<file path="config.mk">
export PLATFORM = sky130hd
export DESIGN_NAME = quad_step_decoder
export DESIGN_NICKNAME = d
export VERILOG_FILES = /design/src/rtl/quad_pkg.sv /design/src/rtl/quad_input_filter.sv /design/src/rtl/quad_step_decoder.sv
export SDC_FILE = /design/constraint.sdc
export NUM_CORES = 1
export LEC_CHECK = 0
export CAP_MARGIN = 5
export CORE_MARGIN = 2
export CORE_UTILIZATION = 50
export DETAILED_ROUTE_END_ITERATION = 10
export PLACE_DENSITY = 0.74
export SLEW_MARGIN = 20
export SYNTH_ARGS = -nofsm -noshare
export SYNTH_HDL_FRONTEND = slang
export SYNTH_HIERARCHICAL = 1
export SYNTH_SLANG_ARGS = --single-unit
</file>
<file path="constraint.sdc">
create_clock -name clk -period 6.15 [get_ports clk]
set_input_delay 1.23 -clock clk [delete_from_list [all_inputs] [get_ports clk]]
set_output_delay 1.23 -clock clk [all_outputs]
set_load 0.02 [all_outputs]
</file>
<file path="src/rtl/quad_pkg.sv">
`default_nettype none
// ============================================================================
// Module   : quad_pkg
// Purpose  : Shared types and helpers for the quadrature step decoder.
//            Defines the 2-bit phase state {A,B}, the four phase constants,
//            direction codes, and the up-sequence successor function.
// Revision : 1.0  initial release
// ============================================================================
package quad_pkg;

  // Phase state is packed as {A, B}
  typedef logic [1:0] phase_t;

  localparam phase_t PH_00 = 2'b00;
  localparam phase_t PH_01 = 2'b01;
  localparam phase_t PH_11 = 2'b11;
  localparam phase_t PH_10 = 2'b10;

  localparam logic DIR_UP = 1'b1;
  localparam logic DIR_DN = 1'b0;

  // Successor of a phase state when rotating in the "up" direction:
  // 00 -> 01 -> 11 -> 10 -> 00
  function automatic phase_t qnext(input phase_t s);
    phase_t n;
    case (s)
      PH_00:   n = PH_01;
      PH_01:   n = PH_11;
      PH_11:   n = PH_10;
      default: n = PH_00;
    endcase
    return n;
  endfunction

endpackage
`default_nettype wire

</file>
<file path="src/rtl/quad_input_filter.sv">
`default_nettype none
// ============================================================================
// Module   : quad_input_filter
// Purpose  : Synchronizes the asynchronous {qa,qb} pair through two flops,
//            rejects pulses shorter than FILT sampling edges, and emits a
//            one-cycle accept strobe carrying the previously accepted and the
//            newly accepted phase state. The first acceptance after reset only
//            primes the filter and produces no strobe.
// Ports    : clk      - system clock, rising edge
//            rst      - synchronous active-high reset
//            i_qa     - raw phase A (asynchronous)
//            i_qb     - raw phase B (asynchronous)
//            o_acc    - one-cycle strobe: a new state was accepted while primed
//            o_old    - accepted state before the change (valid with o_acc)
//            o_new    - accepted state after the change  (valid with o_acc)
// Revision : 1.0  initial release
// ============================================================================
module quad_input_filter
  import quad_pkg::*;
#(
  parameter int FILT = 2
) (
  input  logic   clk,
  input  logic   rst,
  input  logic   i_qa,
  input  logic   i_qb,
  output logic   o_acc,
  output phase_t o_old,
  output phase_t o_new
);

  localparam int             c_CW        = $clog2(FILT + 1);
  localparam logic [c_CW-1:0] c_HOLD_LAST = c_CW'(FILT - 1);
  localparam logic [c_CW-1:0] c_HOLD_MAX  = c_CW'(FILT);

  phase_t          r_sync1;
  phase_t          r_sync2;
  phase_t          r_filt;
  logic            r_valid;
  logic [c_CW-1:0] r_cnt;
  logic            r_acc;
  phase_t          r_old;
  phase_t          r_new;

  logic w_same;
  logic w_accept;

  // sync2 stays unchanged at this edge exactly when sync1 already equals it.
  // r_cnt holds the number of unchanged edges seen so far, so this edge is the
  // FILT-th one when r_cnt has reached FILT-1.
  assign w_same   = (r_sync1 == r_sync2);
  assign w_accept = w_same && (r_cnt >= c_HOLD_LAST) &&
                    (!r_valid || (r_sync2 != r_filt));

  always_ff @(posedge clk) begin
    if (rst) begin
      r_sync1 <= PH_00;
      r_sync2 <= PH_00;
      r_filt  <= PH_00;
      r_valid <= 1'b0;
      r_cnt   <= '0;
      r_acc   <= 1'b0;
      r_old   <= PH_00;
      r_new   <= PH_00;
    end else begin
      r_sync1 <= {i_qa, i_qb};
      r_sync2 <= r_sync1;

      // Priming acceptance (r_valid still 0) loads filt without a strobe
      r_acc   <= w_accept && r_valid;
      r_old   <= r_filt;
      r_new   <= r_sync2;

      if (w_accept) begin
        r_filt  <= r_sync2;
        r_valid <= 1'b1;
        r_cnt   <= '0;
      end else if (!w_same) begin
        r_cnt   <= '0;
      end else if (r_cnt != c_HOLD_MAX) begin
        // Saturate once the hold requirement is met
        r_cnt   <= r_cnt + c_CW'(1);
      end
    end
  end

  assign o_acc = r_acc;
  assign o_old = r_old;
  assign o_new = r_new;

endmodule
`default_nettype wire

</file>
<file path="src/rtl/quad_step_decoder.sv">
`default_nettype none
// ============================================================================
// Module   : quad_step_decoder
// Purpose  : Converts a quadrature pair into step/direction commands and a
//            wrapping position count. Illegal (double-bit) transitions set a
//            sticky error flag.
// Ports    : clk      - system clock, rising edge
//            rst      - synchronous active-high reset
//            qa, qb   - quadrature phases, asynchronous to clk
//            en       - count enable
//            clr_err  - clears the sticky err flag (a same-cycle set wins)
//            step     - one-cycle pulse per counted legal transition
//            up_down  - direction of the last counted step, 1 = up
//            count    - CNT_W-bit wrapping position
//            err      - sticky illegal-transition flag
// Revision : 1.0  initial release
// ============================================================================
module quad_step_decoder
  import quad_pkg::*;
#(
  parameter int CNT_W = 4,
  parameter int FILT  = 2
) (
  input  logic             clk,
  input  logic             rst,
  input  logic             qa,
  input  logic             qb,
  input  logic             en,
  input  logic             clr_err,
  output logic             step,
  output logic             up_down,
  output logic [CNT_W-1:0] count,
  output logic             err
);

  logic   w_acc;
  phase_t w_old;
  phase_t w_new;
  logic   w_up;
  logic   w_dn;
  logic   w_illegal;
  logic   w_count_step;

  logic             r_step;
  logic             r_up_down;
  logic [CNT_W-1:0] r_count;
  logic             r_err;

  quad_input_filter #(
    .FILT (FILT)
  ) u_filter (
    .clk   (clk),
    .rst   (rst),
    .i_qa  (qa),
    .i_qb  (qb),
    .o_acc (w_acc),
    .o_old (w_old),
    .o_new (w_new)
  );

  // The filter only strobes on a real change, so a transition is either one
  // step along the cycle in some direction or a double-bit jump.
  assign w_up         = (w_new == qnext(w_old));
  assign w_dn         = (w_old == qnext(w_new));
  assign w_illegal    = w_acc && ((w_old ^ w_new) == 2'b11);
  assign w_count_step = w_acc && en && (w_up || w_dn);

  always_ff @(posedge clk) begin
    if (rst) begin
      r_step    <= 1'b0;
      r_up_down <= DIR_UP;
      r_count   <= '0;
      r_err     <= 1'b0;
    end else begin
      r_step <= w_count_step;

      if (w_count_step) begin
        r_up_down <= w_up ? DIR_UP : DIR_DN;
        r_count   <= w_up ? (r_count + CNT_W'(1)) : (r_count - CNT_W'(1));
      end

      if (w_illegal) begin
        r_err <= 1'b1;
      end else if (clr_err) begin
        r_err <= 1'b0;
      end
    end
  end

  assign step    = r_step;
  assign up_down = r_up_down;
  assign count   = r_count;
  assign err     = r_err;

endmodule
`default_nettype wire

</file>
# After elaboration in Yosys (flattened, before gate mapping)

Index checks and enable logic that the tools add are counted.

Bits in registers: 21
Input bits: 6
Output and inout bits: 7
Logic and storage cells: 47

Add/subtract/negate cells: 3
Magnitude comparators: 1
Eq/ne operators: 10
Mux-type cells: 6
Bitwise operators: 2
Reduce and logical (&&, ||, !) cells: 13

Operator list:

| cell                                                               | count |
|---|---|
| one-hot mux 2 bit (3 select lines)                                 | 2 |
| equality test 2 bit                                                | 3 |
| equality test 2 bit (second input constant)                        | 3 |
| logical AND 1 bit                                                  | 6 |
| adder 4 x 1 -> 4 bit (second input constant)                       | 1 |
| equality test 2 x 1 -> 1 bit (second input constant)               | 2 |
| zero test 2 bit                                                    | 2 |
| two-way mux 4 bit                                                  | 1 |
| subtractor 4 x 1 -> 4 bit (second input constant)                  | 1 |
| two-way mux 1 bit                                                  | 3 |
| OR reduction 3 bit                                                 | 1 |
| adder 2 x 1 -> 2 bit (second input constant)                       | 1 |
| greater-or-equal comparator 2 x 1 -> 1 bit (second input constant) | 1 |
| logical OR 1 bit                                                   | 2 |
| != test 2 bit                                                      | 1 |
| != test 2 bit (second input constant)                              | 1 |
| nonzero test 2 bit                                                 | 1 |
| XOR 2 bit                                                          | 1 |
| zero test 1 bit                                                    | 1 |
| NOT 1 bit                                                          | 1 |

# Logic depth before layout (Yosys ltp)

Depth after elaboration: 5
Gate-level depth with buffers: 7
Depth with buffers taken out: 7

# Modules after synthesis

Netlist, hierarchy kept.

Modules (own cells, without submodules):

| module            | instances | cells each | area an instance (um^2) | seq. area each (um^2) |
|---|---|---|---|---|
| quad_input_filter | 1         | 44         | 530.5                   | 280.3 |
| quad_step_decoder | 1         | 44         | 430.4                   | 140.1 |

# Worst setup path before layout

No wires, ideal clock.

Path kind: register to register
Start: reg u_filter.r_old[0], in the netlist u_filter/o_old[0]
End: reg r_count[3], in the netlist count[3]
Setup time: 121 ps
Arrival: 2046 ps
Slack: 3983 ps
Cell stages (with the launch flop): 8
Path buffers: 0
Cell sequence: dfxtp_1 > xor2_1 > or2_2 > ha_1 > a21oi_1 > a211o_1 > a211oi_2 > mux2_4

Word-level cells in the longest chain between the ends: 5
Elaborated cells between the ends (all ways): 9
Classes of those cells: eq/ne (4); mux (2); reduce/logical (3)

Ends and longest elaborated chain:

| item                                        | RTL line                | text |
|---|---|---|
| start, declared                             | quad_input_filter.sv:42 | `phase_t r_old;` |
| start signal, assigned                      | quad_input_filter.sv:71 | `r_old <= r_filt;` |
| equality test 2 bit (tied with other cells) | quad_pkg.sv:26          | `case (s)` |
| one-hot mux 2 bit (3 select lines)          | quad_pkg.sv:26          |  |
| equality test 2 bit                         | quad_step_decoder.sv:63 | `assign w_up = (w_new == qnext(w_old));` |
| logical OR 1 bit                            | quad_step_decoder.sv:66 | `assign w_count_step = w_acc && en && (w_up \|\| w_dn);` |
| logical AND 1 bit                           | quad_step_decoder.sv:66 |  |
| end signal, assigned                        | quad_step_decoder.sv:79 | `r_count <= w_up ? (r_count + CNT_W'(1)) : (r_count - CNT_W'(1));` |
| end, declared                               | quad_step_decoder.sv:46 | `logic [CNT_W-1:0] r_count;` |

Several ways; a longest one is shown, not always the timed one.
A chain may end at the register's enable or synchronous reset.

# Final worst setup path

Start: reg r_count[0], in the netlist count[0]
End: out count[0]

RTL lines:

| item          | RTL line                | text |
|---|---|---|
| end, declared | quad_step_decoder.sv:32 | `output logic [CNT_W-1:0] count,` |

No word-level cell between the ends.

==> results.yml <==
run_status:
  status: "completed"
pwr:
  power_leakage_nw: 0.401
  power_density_nw_per_um2: 207
  max-vdd-ir-drop_mv: 0.135
flow_run:
  maxCapViolCount: 0
worst_setup_path:
  crit_type: "register to output port"
  path_max_fanout: 5
  required_ps: 4920
  cp_slowest_stage_delay_ps: 640
  start_kind: "register"
  critPathSlowestCell: "clkdlybuf4s50_1"
  path_cells: "clkdlybuf4s50_1"
  arrival_ps: 1370
  crit_path_end_kind: "output port"
  cp_num_buf_inv: 1
  crit_family: "buffers and inverters"
drt:
  wl_um: 1520
  wire_per_inst_um: 12.0
  drtIter0Drc: 4
  vias_per_cell: 5.14
  drt_pass1_iterations: 4
  ant_nets: 0
  vias: 653
  drc_errors: 0
clock_network:
  path_clk_slew_ps: 110
  cts_buffers: 3
  cts_tree: "done"
  clk_latency_ps: 300
  cts_hold_buf: 0
  post_cts_buffers: 0
  clockBufferDepth: 2
  cts.htree.levels: 1
  cts-root-buf: "clkbuf_4"
  cts.sinks: 21
  ctsResizeCount: 0
timing:
  drv_slew: 0
  hold_violations: 0
  finClkSkew_ps: 1.51
  max_freq_ghz: 0.385
  setup_tns_ps: 0
  maxSlewHeadroom_pct: 47.2
  worst_pin_slew_ps: 790
  rsz0062_at_grt: "no"
  fin_crit_ps: 2600
  min_period_over_period_pct: 42.3
  setup_viol: 0
synth:
  synthFlopType: "dfxtp_1"
  avgSynthCellArea_um2: 10.9
  synth_area_leader_cell: "dfxtp_1"
  synth_edf_count: 0
  synthCells: 88
  synth_top_area_share_pct: 43.8
  synthDistinctLibCells: 31
  synth_warnings: 6
  synth-seq-cells: 21
  synth_most_common_cell: "dfxtp_1"
  synth_area_um2: 961
  async_flop_share_pct: 0
  synth_area_leaders: "dfxtp_1 (44%), xnor2_1 (6.4%), ha_1 (5.2%)"
  yosysSeqAreaShare_pct: 43.8
  syn_nets: 99
  synthTopCellsByCount: "dfxtp_1 (21), nor2b_1 (8), xnor2_1 (7)"
place:
  io_buffers: 12
  dpl.hpwl_um: 1190
  postPlaceCellArea_um2: 1100
  place_congestion: 0.770
global_routing:
  top_usage_layer: "met2"
  grt_use_met1_pct: 15.3
  grt_usage_pct: 15.2
  grt_max_degree: 21
  grt_pass1_wl_um: 2300
  met3_usage_pct: 5.66
  grt_pass1_vias: 569
  grt_use_met2_pct: 26.4
  antenna_found_initial: 0
  grt-ovfl-total: 0
layout:
  nets: 114
  fin_util_pct: 64.1
  design_area_um2: 1130
  antenna-diode-count: 0
  area_growth_pct: 17.7
  fillers: 148
  drive_above_1_share_pct: 16.7
floorplan:
  die_w_um: 47.8
  fp-row-count: 15
  floorplan.core_area_um2: 1760
  fp.dieH_um: 47.8
  initial_core_util_pct: 54.5
  dieArea_um2: 2290
  pin_count: 13
min_path:
  hold_path_class: "register to register"
## through the flow
stage	setup slack, ps	std cells	power (mW)	hold slack, ps
after floorplan	3980	88	0.166	452
after global placement	3410	123	0.172	451
after detailed placement	3340	123	0.173	455
after CTS	3530	127	0.238	482
after global routing	3470	127	0.248	500
final	3550	127	0.235	476
## routing by layer
metal | part of all wire, % | up-vias
met5 | 0 | -
met4 | 0.79 | 0
met3 | 3.4 | 2
met2 | 52 | 12
met1 | 44 | 306
li1 | - | 333
## sequential cells by signal, summed over array words and instances (netlist names), 2 cells and up
| name | cells |
|---|---|
| u_filter/r_filt | 2 |
| u_filter/r_sync2 | 2 |
| u_filter/o_new | 2 |
| count | 4 |
| u_filter/r_cnt | 2 |
| u_filter/r_sync1 | 2 |
| u_filter/o_old | 2 |
## placed cells by master, fill, tap and decap left out, types with 2 or more instances in the layout
cell type        count
nor2b_1              8
dfxtp_1             21
clkdlybuf4s50_1     12
nand2_1              2
nor2_1               2
mux2_4               3
xor2_1               3
a211o_1              2
nor3_1               3
ha_1                 4
a2111oi_2            2
clkbuf_4             3
inv_1                4
xor2_2               2
nand3_1              3
xnor2_1              7
o21ai_0              2
a21oi_1              5
## final cells by class
type / instances / area (um^2) / area share [%]
clock buffer: 3 / 22.5 / 1.99
clock inverter: 1 / 5.00 / 0.442
inverter: 4 / 15.0 / 1.33
multi-input combinational: 61 / 517 / 45.7
sequential: 21 / 420 / 37.2
tap: 25 / 31.3 / 2.77
timing repair buffer: 12 / 120 / 10.6
## cells by family (layout without fill, tap and decap cells)
family	count (synthesis)	after routing	synth area share [%]
flops	21	21	43.7
compound gates	14	14	11.3
mux	4	4	5.73
buf+inv	6	20	2.47
fa+ha+maj	5	5	7.29
xor+xnor	12	12	12.5
simple gates	26	26	16.9
## report_power, final
part           leakage, nW  total [mW]  switching (mW)  internal, mW
logic                0.213      0.0270          0.0148        0.0122
registers            0.171       0.143         0.00286         0.140
clock network       0.0177      0.0647          0.0405        0.0242
## final timing paths
path,start,end,slack (ps),depth (start not counted)
setup reg to reg,u_filter/o_old[0]$_SDFF_PP0_,count[3]$_SDFFE_PP0P_,3830,7
hold / removal,up_down$_SDFFE_PP1P_,up_down$_SDFFE_PP1P_,480,1
hold reg to reg,up_down$_SDFFE_PP1P_,up_down$_SDFFE_PP1P_,480,1
setup / recovery,count[0]$_SDFFE_PP0P_,count[0],3550,1
(Power assumes the default switching activity.)
